`config.mk`:
```
export PLATFORM = sky130hd
export DESIGN_NAME = so_ctx_scheduler
export DESIGN_NICKNAME = d
export VERILOG_FILES = /design/src/rtl/so_pkg.sv /design/src/rtl/so_rr_pick.sv /design/src/rtl/so_ctx_scheduler.sv
export SDC_FILE = /design/constraint.sdc
export NUM_CORES = 1
export LEC_CHECK = 0
export ABC_AREA = 1
export CAP_MARGIN = 30
export CORE_UTILIZATION = 51
export DETAILED_ROUTE_END_ITERATION = 6
export PLACE_DENSITY = 0.93
export SYNTH_ARGS = -nofsm -noshare
export SYNTH_HDL_FRONTEND = slang
export SYNTH_SLANG_ARGS = --single-unit
export TNS_END_PERCENT = 50
```
`constraint.sdc`:
```
create_clock -name clk -period 3.85 [get_ports clk]
set_clock_uncertainty 0.05 [all_clocks]
set_input_delay 0.5775 -clock clk [delete_from_list [all_inputs] [get_ports clk]]
set_output_delay 0.5775 -clock clk [all_outputs]
set_load 0.005 [all_outputs]
```
`src/rtl/so_pkg.sv`:
```
`default_nettype none
// ============================================================================
// Module  : so_pkg
// Brief   : Shared types and encodings for the RVSP OS context scheduler.
// Rev     : 1.0
// ============================================================================
package so_pkg;

    typedef enum logic [1:0] {
        ST_BIOS   = 2'd0,
        ST_KERNEL = 2'd1,
        ST_RUN    = 2'd2,
        ST_SWITCH = 2'd3
    } state_t;

    localparam logic [1:0] CAUSE_NONE    = 2'd0;
    localparam logic [1:0] CAUSE_HALT    = 2'd1;
    localparam logic [1:0] CAUSE_QUANTUM = 2'd2;
    localparam logic [1:0] CAUSE_SET_CTX = 2'd3;

    localparam int KERNEL_PID = 0;

endpackage
`default_nettype wire

```
`src/rtl/so_rr_pick.sv`:
```
`default_nettype none
// ============================================================================
// Module  : so_rr_pick
// Brief   : Combinational round-robin pick of the next runnable user PID.
// Rev     : 1.0
// ============================================================================
module so_rr_pick #(
    parameter int PID_W = 2
) (
    input  logic [2**PID_W-1:0] ready_mask,
    input  logic [PID_W-1:0]    cur_pid,
    output logic [PID_W-1:0]    next_pid,
    output logic                found
);
    localparam int NPROC = 2**PID_W;

    logic [PID_W-1:0] w_cand;

    // Offsets 1..NPROC wrap modulo NPROC, so the current PID is visited last.
    always_comb begin
        next_pid = '0;
        found    = 1'b0;
        w_cand   = '0;
        for (int k = 1; k <= NPROC; k++) begin
            w_cand = cur_pid + PID_W'(k);
            if (!found && (w_cand != '0) && ready_mask[w_cand]) begin
                found    = 1'b1;
                next_pid = w_cand;
            end
        end
    end

endmodule
`default_nettype wire

```
`src/rtl/so_ctx_scheduler.sv`:
```
`default_nettype none
// ============================================================================
// Module  : so_ctx_scheduler
// Brief   : BIOS/kernel hand-off and round-robin process scheduler with
//           context save/restore handshake. SO_PREEMPT_EN enables the
//           quantum timer; otherwise scheduling is cooperative.
// Rev     : 1.0
// ============================================================================
module so_ctx_scheduler
    import so_pkg::*;
#(
    parameter int PID_W   = 2,
    parameter int QUANT_W = 8,
    parameter int QUANTUM = 100
) (
    input  logic                clk,
    input  logic                reset,
    input  logic                halt,
    input  logic                set_ctx,
    input  logic [PID_W-1:0]    new_pid,
    input  logic [2**PID_W-1:0] ready_mask,
    input  logic                ctx_ack,
    output logic                sel_bios,
    output logic [PID_W-1:0]    pid,
    output logic                ctx_req,
    output logic [1:0]          switch_cause,
    output logic [QUANT_W-1:0]  quantum_left
);
    localparam logic [PID_W-1:0] c_kernel_pid = PID_W'(KERNEL_PID);

    if ((QUANTUM < 1) || (QUANTUM > 2**QUANT_W - 1)) begin : g_bad_quantum
        $error("so_ctx_scheduler: QUANTUM out of range");
    end

    state_t           r_state;
    logic [PID_W-1:0] r_target;
    logic [PID_W-1:0] w_rr_pid;
    logic             w_rr_found;

    so_rr_pick #(
        .PID_W (PID_W)
    ) u_rr_pick (
        .ready_mask (ready_mask),
        .cur_pid    (pid),
        .next_pid   (w_rr_pid),
        .found      (w_rr_found)
    );

`ifdef SO_PREEMPT_EN
    logic [QUANT_W-1:0] r_quantum;
    assign quantum_left = r_quantum;
`else
    assign quantum_left = '0;
`endif

    always_ff @(posedge clk or posedge reset) begin
        if (reset) begin
            r_state      <= ST_BIOS;
            r_target     <= c_kernel_pid;
            sel_bios     <= 1'b1;
            pid          <= c_kernel_pid;
            ctx_req      <= 1'b0;
            switch_cause <= CAUSE_NONE;
`ifdef SO_PREEMPT_EN
            r_quantum    <= '0;
`endif
        end else begin
            case (r_state)
                ST_BIOS: begin
                    if (halt) begin
                        r_state  <= ST_KERNEL;
                        sel_bios <= 1'b0;
                    end
                end
                ST_KERNEL: begin
                    if (set_ctx && (new_pid != c_kernel_pid)) begin
                        r_state      <= ST_SWITCH;
                        r_target     <= new_pid;
                        switch_cause <= CAUSE_SET_CTX;
                        ctx_req      <= 1'b1;
                    end
                end
                ST_RUN: begin
`ifdef SO_PREEMPT_EN
                    r_quantum <= r_quantum - 1'b1;
`endif
                    if (set_ctx) begin
                        r_state      <= ST_SWITCH;
                        r_target     <= new_pid;
                        switch_cause <= CAUSE_SET_CTX;
                        ctx_req      <= 1'b1;
                    end else if (halt) begin
                        r_state      <= ST_SWITCH;
                        r_target     <= w_rr_found ? w_rr_pid : c_kernel_pid;
                        switch_cause <= CAUSE_HALT;
                        ctx_req      <= 1'b1;
                    end
`ifdef SO_PREEMPT_EN
                    else if (r_quantum == QUANT_W'(1)) begin
                        r_state      <= ST_SWITCH;
                        r_target     <= w_rr_found ? w_rr_pid : c_kernel_pid;
                        switch_cause <= CAUSE_QUANTUM;
                        ctx_req      <= 1'b1;
                    end
`endif
                end
                ST_SWITCH: begin
                    if (ctx_ack) begin
                        ctx_req <= 1'b0;
                        pid     <= r_target;
                        if (r_target != c_kernel_pid) begin
                            r_state   <= ST_RUN;
`ifdef SO_PREEMPT_EN
                            r_quantum <= QUANT_W'(QUANTUM);
`endif
                        end else begin
                            r_state   <= ST_KERNEL;
`ifdef SO_PREEMPT_EN
                            r_quantum <= '0;
`endif
                        end
                    end
                end
                default: r_state <= ST_BIOS;
            endcase
        end
    end

endmodule
`default_nettype wire
```
After elaboration in Yosys (flattened, before gate mapping)
Index checks and enable logic that the tools add are counted.

operators by class
  add/sub/neg operators = 3
  $lt $le $gt $ge = 4
  equal/unequal tests = 7
  mux-type cells = 35
  reduce and logical (&&, ||, !) cells = 25

operators with widths
  operator                                                                       number
  2-bit two-way mux                                                              15
  2-bit nonzero test                                                             7
  2-bit by 3-bit less-than comparator with 1-bit output (second input constant)  4
  1-bit two-way mux                                                              12
  1-bit binary-select mux with 2-bit select                                      4
  1-bit logical AND                                                              8
  2-bit one-hot mux with 2 select lines                                          2
  2-bit one-hot mux with 4 select lines                                          1
  4-bit AND reduction                                                            2
  2-bit != test (second input constant)                                          3
  2-bit adder (second input constant)                                            2
  2-bit equality test (second input constant)                                    2
  2-bit AND reduction                                                            2
  1-bit zero test                                                                3
  3-bit != test (second input constant)                                          1
  1-bit one-hot mux with 3 select lines                                          1
  3-bit AND reduction                                                            1
  3-bit nonzero test                                                             1
  2-bit by 1-bit adder with 2-bit output (second input constant)                 1
  2-bit by 1-bit equality test with 1-bit output (second input constant)         1
  2-bit zero test                                                                1

word-level totals
  flip-flop bits (word level) = 10
  input bits = 11
  output and inout bits = 14
  word-level logic and storage cells = 80

Logic depth before layout (Yosys ltp)
Gate-level depths: netlist of run 1.

  depth in word-level cells = 21
  depth in mapped cells = 13
  gate-level depth less buffers = 13

Cells and area by module
A second synthesis of run 1 with hierarchy kept.

unflattened totals
  cells, all modules = 142
  area, all modules = 983.4 sq um

modules (own cells, without submodules)
  module            times used  cells an instance  area each (sq um)  sequential area each (sq um)
  so_ctx_scheduler  1           91                 694.4              251.5
  so_rr_pick        1           51                 289.0              0.0

Worst setup path after synthesis of run 1
OpenSTA, ideal clock, no wires.

  path kind = reg2reg
  from = reg pid[0]
  to = reg r_target[1]
  library setup time = 0.073 ns
  arrival time = 1.724 ns
  data required time = 3.727 ns
  path slack = 2.003 ns
  stages on the path, launching flop included = 12
  buffers on the path = 0
  period minus slack after synthesis = 1.847 ns
  cells stage by stage = dfrtp_1 -> inv_2 -> ha_1 -> inv_1 -> nand3_2 -> nand2_4 -> nor2_4 -> nand2_1 -> o21a_1 -> nand3_1 -> nand2_1 -> a21oi_2

between the ends
  longest elaborated chain between the ends = 21
  elaborated cells on any way between the ends = 37
  classes of those cells = add/sub: 3; mux: 20; reduce/logical: 14

ends and longest elaborated chain
  what                                                    RTL line                 text
  start, declared                                         so_ctx_scheduler.sv:24   output logic [PID_W-1:0] pid,
  start signal, assigned                                  so_ctx_scheduler.sv:61   pid <= c_kernel_pid;
  start signal, assigned                                  so_ctx_scheduler.sv:110  pid <= r_target;
  2-bit by 1-bit adder with 2-bit output                  so_rr_pick.sv:25         w_cand = cur_pid + PID_W'(k);
  1-bit binary-select mux with 2-bit select               so_rr_pick.sv:26         if (!found && (w_cand != '0) && ready_mask[w_cand]) begin
  1-bit two-way mux (not written as such)                 so_rr_pick.sv:26
  1-bit logical AND                                       so_rr_pick.sv:26
  1-bit two-way mux                                       so_rr_pick.sv:26
  1-bit zero test                                         so_rr_pick.sv:26
  1-bit logical AND (2 in a row)                          so_rr_pick.sv:26
  1-bit two-way mux                                       so_rr_pick.sv:26
  [3 not listed]                                          --
  1-bit two-way mux                                       so_rr_pick.sv:26
  1-bit zero test                                         so_rr_pick.sv:26
  1-bit logical AND (2 in a row)                          so_rr_pick.sv:26
  2-bit two-way mux or 1-bit two-way mux (tied branches)  so_rr_pick.sv:26
  2-bit two-way mux *                                     so_ctx_scheduler.sv:94   r_target <= w_rr_found ? w_rr_pid : c_kernel_pid;
  2-bit two-way mux *                                     so_ctx_scheduler.sv:92   end else if (halt) begin
  2-bit two-way mux *                                     so_ctx_scheduler.sv:87   if (set_ctx) begin
  2-bit one-hot mux with 2 select lines *                 so_ctx_scheduler.sv:68   case (r_state)
  end signal, assigned                                    so_ctx_scheduler.sv:78   r_target <= new_pid;
  end signal, assigned                                    so_ctx_scheduler.sv:89   r_target <= new_pid;
  end signal, assigned                                    so_ctx_scheduler.sv:94
  end, declared                                           so_ctx_scheduler.sv:36   logic [PID_W-1:0] r_target;

Every way passes the cells marked *; elsewhere a longest branch is shown, timed or not. The select of a mux whose other input is x is not followed.
A chain may end at the register's enable or synchronous reset.

Worst setup path after layout of run 1
Same ends and word-level chain as after synthesis.

==> results of run 1 <==
cell families after synthesis:
kind of cell               count (synthesis)  share of synthesized area
and+or+nand+nor                           50                      0.304
buffers and inverters                     31                      0.160
AOI/OAI and AO/OA                         23                      0.149
DFF                                       10                      0.274
adders and majority gates                  8                      0.109
other                                      1                    0.00409
power groups by stage:
stage | sequential (mW) | combinational [mW] | clock (mW)
after CTS | 0.199 | 0.654 | 0.102
after detailed placement | 0.201 | 0.643 | 0
after global placement | 0.199 | 0.611 | 0
after floorplan | 0.192 | 0.502 | 0
after global routing | 0.207 | 0.743 | 0.106
final | 0.201 | 0.665 | 0.101
per-layer routing:
metal,part of all wire,GRT usage,vias up,wire [um]
met5,0,0,-,0
li1,-,-,416,-
met3,0.077,0.0898,9,151
met2,0.48,0.365,50,932
met4,0.027,0.133,0,52
met1,0.42,0.289,391,820
final timing paths:
check	end	slack, ns	depth (start not counted)
max	r_target[1]	1.69	11
min	switch_cause[0]	0.42	2
max reg2reg	r_target[1]	1.69	11
min reg2reg	switch_cause[0]	0.42	2
max in group asynchronous	sel_bios	2.91	2
min in group asynchronous	r_state[1]	0.52	2
worst max-delay path, cell delays in order, from the launching register on:
cell and delay (ns):
dfrtp_1 0.54, inv_2 0.16, ha_1 0.36, inv_1 0.11
nand3_2 0.11, nand2_4 0.07, nor2_4 0.14, nand2_1 0.10
o21a_1 0.18, nand3_1 0.06, nand2_1 0.07, a21oi_2 0.13
cell type report:
class	count	area, um2	share of cell area
clock buffers	4	36.3	0.0327
inverters	23	86.3	0.0778
multi-input cells	89	546	0.492
flip-flops and latches	10	251	0.227
well taps	24	30.0	0.0271
repair buffers	16	160	0.144
cell usage in the layout, fill, tap and decap left out:
cell	netlist	final
clkbuf_4	0	3
o21a_1	3	3
inv_2	2	2
clkdlybuf4s50_1	0	16
nor2_1	6	6
nand3b_1	1	1
a21oi_1	6	6
nand2_4	3	3
a21boi_1	1	1
nand2_1	21	21
nand2_2	5	5
nor2_4	3	3
conb_1	1	8
dfrtp_1	9	9
clkbuf_8	0	1
o31ai_1	2	2
dfstp_2	1	1
o21ai_0	9	9
inv_1	21	21
ha_1	8	8
nand3_2	3	3
nand3_1	7	7
a21oi_2	1	1
a21boi_0	1	1
nand4_1	1	1
flip-flops by register name, indices dropped and copies added, names as in the netlist:
name / count
ctx_req: 1
switch_cause: 2
r_state: 2
sel_bios: 1
pid: 2
r_target: 2
per-stage QoR:
| step | hold WS [ns] | setup slack, ns |
|---|---|---|
| 2_1_floorplan | 0.367 | 2.00 |
| 5_1_grt | 0.436 | 1.48 |
| 4_1_cts | 0.421 | 1.71 |
| 6_report | 0.418 | 1.69 |
| 3_3_place_gp | 0.400 | 1.80 |
| 3_5_place_dp | 0.405 | 1.71 |
==> reports/results.tsv, run 1 <==
metric	value	unit
status	completed	
initial core utilization	0.575	
layout cell share with drive strength beyond 1	0.155	
Post-DRT Antenna Nets	0	
total CTS buffers	3	
clock sink count	10	
Power, Total	0.967	mW
Total Wirelength	1960	um
num ports	25	
#FFs+latches synth	10	
cell area after synthesis	917	um2
Power Internal	0.471	mW
HP Class	reg -> reg	
Vias/cell	5.22	
Max Fclk	463	MHz
crit start category	flip-flop	
Peak VDD IR	0.000601	V
Vias	866	
RSZ-0062 raised after global routing	false	
Yosys top cell by area	dfrtp_1	
first-pass GRT wire length	3310	um
FFs w/ async S/R, synth	1.00	
top cells by count, synth	inv_1, nand2_1, dfrtp_1, o21ai_0	
synth top area cells	dfrtp_1, ha_1, inv_1, nand2_1, buf_4	
GRT Util Overall	0.239	
post-cts sizing count	0	
clock slew at reported path FFs	0.07	ns
Iteration-0 DRC Markers	30	
Design Area, Final	1110	um2
Synth Instances	123	
Yosys cell types	23	
Die Wd	44.4	um
core area	1590	um2
hold_sp	switch_cause[0]	
fin util	0.696	
Max FO, Critical Path	9	
count of pins over their slew limit	0	
placed cells	162	
post-DP HPWL	1500	um
maxcap violations	0	
crit end category	flip-flop	
Worst Path Required	4.02	ns
Final setup violation count	0	
synthesis-to-layout area growth	21.0	%
fillcell total	128	
CP startpoint	pid[0]	
htree depth	1	
Final period util	0.561	
clk_lat worst skew	0.29	ns
Ys Warns	0	
RD Place Congestion	0.919	
Site Rows	14	
DR WL/cell	11.8	um
CTS tree	built	
antenna diode count	0	
largest net degree at the start of global routing	11	
Lkg Pwr	0.573	nW
register area share after synthesis	0.274	
top_reg_cell synth	dfrtp_1	
post-route minimum period	2.16	ns
I/O Buffers	16	
Hold Buf Count CTS	0	
clock buffer depth	2	
top-area cell type share of the netlist area	0.246	
non-filler cells, final	166	
Die Area	1970	um2
# DRC	0	
root buffer cell	clkbuf_4	
worst reg2reg path startpoint	pid[0]	
cell area after placement	1070	um2
total negative setup slack	0	ns
final net count	162	
Comb power frac	0.688	
die height	44.4	um
Clk network pwr share	0.105	
critical path type	reg -> reg	
Final Hold Fails	0	
Post CTS Setup Buffer Count	0	
EDFF count, synth	0	
Pwr Density	871	nW/um2
vias in the first global route	780	
arrival time at the worst endpoint	2.33	ns
sequential power share	0.208	
1st-pass router iterations	4	
GRT overflow	0	
Syn Area/Cell	7.46	um2
switching pwr	0.496	mW
switching share of power	0.513	
antenna violations before repair	0	
Power figures use the tool's default switching activity.
==> run 2: changes to the inputs <==
Settings changed: CORE_UTILIZATION 51 to 43, PLACE_DENSITY 0.93 to 0.84.
Clock period 3.85 ns to 1.9 ns, I/O delays scaled along.
==> run 2 against run 1 <==
  * Flip-flop and latch count stayed put
  * Register-to-register slack worse by 1.5 ns
  * Critical path type unchanged
  * Largest cell class unchanged
  * Wire length is 8.6% lower
==> reports/results.tsv, run 2 (synthesized netlist as in run 1, its figures left out) <==
metric	value	unit
first-pass GRT wire length	2820	um
post-route minimum period	1.75	ns
num ports	25	
Lkg Pwr	0.591	nW
placed cells	169	
clock slew at reported path FFs	0.06	ns
Vias/cell	4.76	
Final setup violation count	0	
initial core utilization	0.463	
Pwr Density	1720	nW/um2
clock sink count	10	
clk_lat worst skew	0.26	ns
Peak VDD IR	0.000909	V
CTS tree	built	
most frequent cells in the layout	inv_1, nand2_1, clkdlybuf4s50_1, o21ai_0, dfrtp_1	
critical path type	reg -> reg	
die height	48.2	um
RSZ-0062 raised after global routing	false	
antenna diode count	0	
crit end category	flip-flop	
layout cell share with drive strength beyond 1	0.184	
fin util	0.582	
Iteration-0 DRC Markers	15	
Final Hold Fails	0	
Die Wd	48.2	um
RD Place Congestion	0.893	
Final period util	0.920	
Post-DRT Antenna Nets	0	
post-DP HPWL	1510	um
Worst Path Required	2.04	ns
GRT Util Overall	0.174	
vias in the first global route	669	
status	completed	
1st-pass router iterations	4	
Hold Buf Count CTS	0	
core area	1980	um2
arrival time at the worst endpoint	1.89	ns
Vias	828	
total negative setup slack	0	ns
total CTS buffers	3	
htree depth	1	
Die Area	2320	um2
maxcap violations	0	
antenna violations before repair	0	
I/O Buffers	16	
DR WL/cell	10.3	um
# DRC	0	
count of pins over their slew limit	0	
clock buffer depth	2	
Total Wirelength	1790	um
Site Rows	16	
GRT overflow	0	
Max FO, Critical Path	4	
root buffer cell	clkbuf_4	
fillcell total	175	
HP Class	in -> async	
crit start category	flip-flop	
synthesis-to-layout area growth	25.8	%
largest net degree at the start of global routing	11	
final net count	167	
Max Fclk	572	MHz
non-filler cells, final	174	
-- run 2: cell types whose count changed in the layout (fill, tap and decap cells not counted), sizes merged --
cell / previous run / this run
buf: 0 / 5
-- run 2: final cells by class --
type	instances	area, um2	share of cell area
Tap cell	27	33.8	0.0293
Sequential cell	10	251	0.218
Timing Repair Buffer	21	198	0.171
Inverter	23	86.3	0.0748
Multi-Input combinational cell	89	558	0.484
Clock buffer	4	26.3	0.0228
-- run 2: metal layers --
| metal | wire length [um] | part of all wire | GRT usage |
|---|---|---|---|
| met1 | 793 | 0.44 | 0.244 |
| met2 | 920 | 0.51 | 0.272 |
| met3 | 74 | 0.041 | 0.0667 |
| met4 | 0 | 0 | 0 |
| met5 | 0 | 0 | 0 |
-- run 2: worst paths after layout --
check / endpoint / depth (start not counted) / startpoint / slack [ns]
worst min-delay path: pid[0] / 2 / reset / 0.25
worst max-delay path: r_target[1] / 11 / pid[1] / 0.15
worst max register to register: r_target[1] / 11 / pid[1] / 0.15
min in group clk: switch_cause[0] / 2 / switch_cause[0] / 0.41
worst min register to register: switch_cause[0] / 2 / switch_cause[0] / 0.41
max in group asynchronous: sel_bios / 2 / reset / 1.24
-- run 2: timing repair --
item                                    CTS  global route
resized for setup                         0             1
endpoints found under the setup margin    0             2
buffers inserted                          0             1
-- run 2: through the flow --
stage / power [mW] / area [um2] / worst slack [ns] / hold WS, ns
5_1_grt: 2.19 / 1150 / 0.0180 / 0.305
6_report: 1.99 / 1150 / 0.151 / 0.250
3_3_place_gp: 1.71 / 1110 / 0.142 / 0.404
3_5_place_dp: 1.78 / 1110 / 0.0905 / 0.405
4_1_cts: 1.94 / 1130 / 0.102 / 0.258
2_1_floorplan: 1.41 / 943 / 0.0533 / 0.0745
-- run 2: power by group --
| part | internal [mW] | leakage (nW) | switching, mW | total (mW) |
|---|---|---|---|---|
| combinational | 0.626 | 0.464 | 0.849 | 1.47 |
| sequential | 0.307 | 0.112 | 0.0536 | 0.360 |
| clock | 0.0811 | 0.0150 | 0.0692 | 0.150 |
-- run 2: worst max-delay path, cell delays in order (launching register included) --
cell     delay (ns)
dfrtp_1        0.34
inv_1          0.08
ha_4           0.29
inv_1          0.09
nand3_2        0.10
nand2_4        0.07
nor2_4         0.16
nand2_1        0.09
o21a_1         0.18
nand3_1        0.06
nand2_1        0.07
a21oi_2        0.10
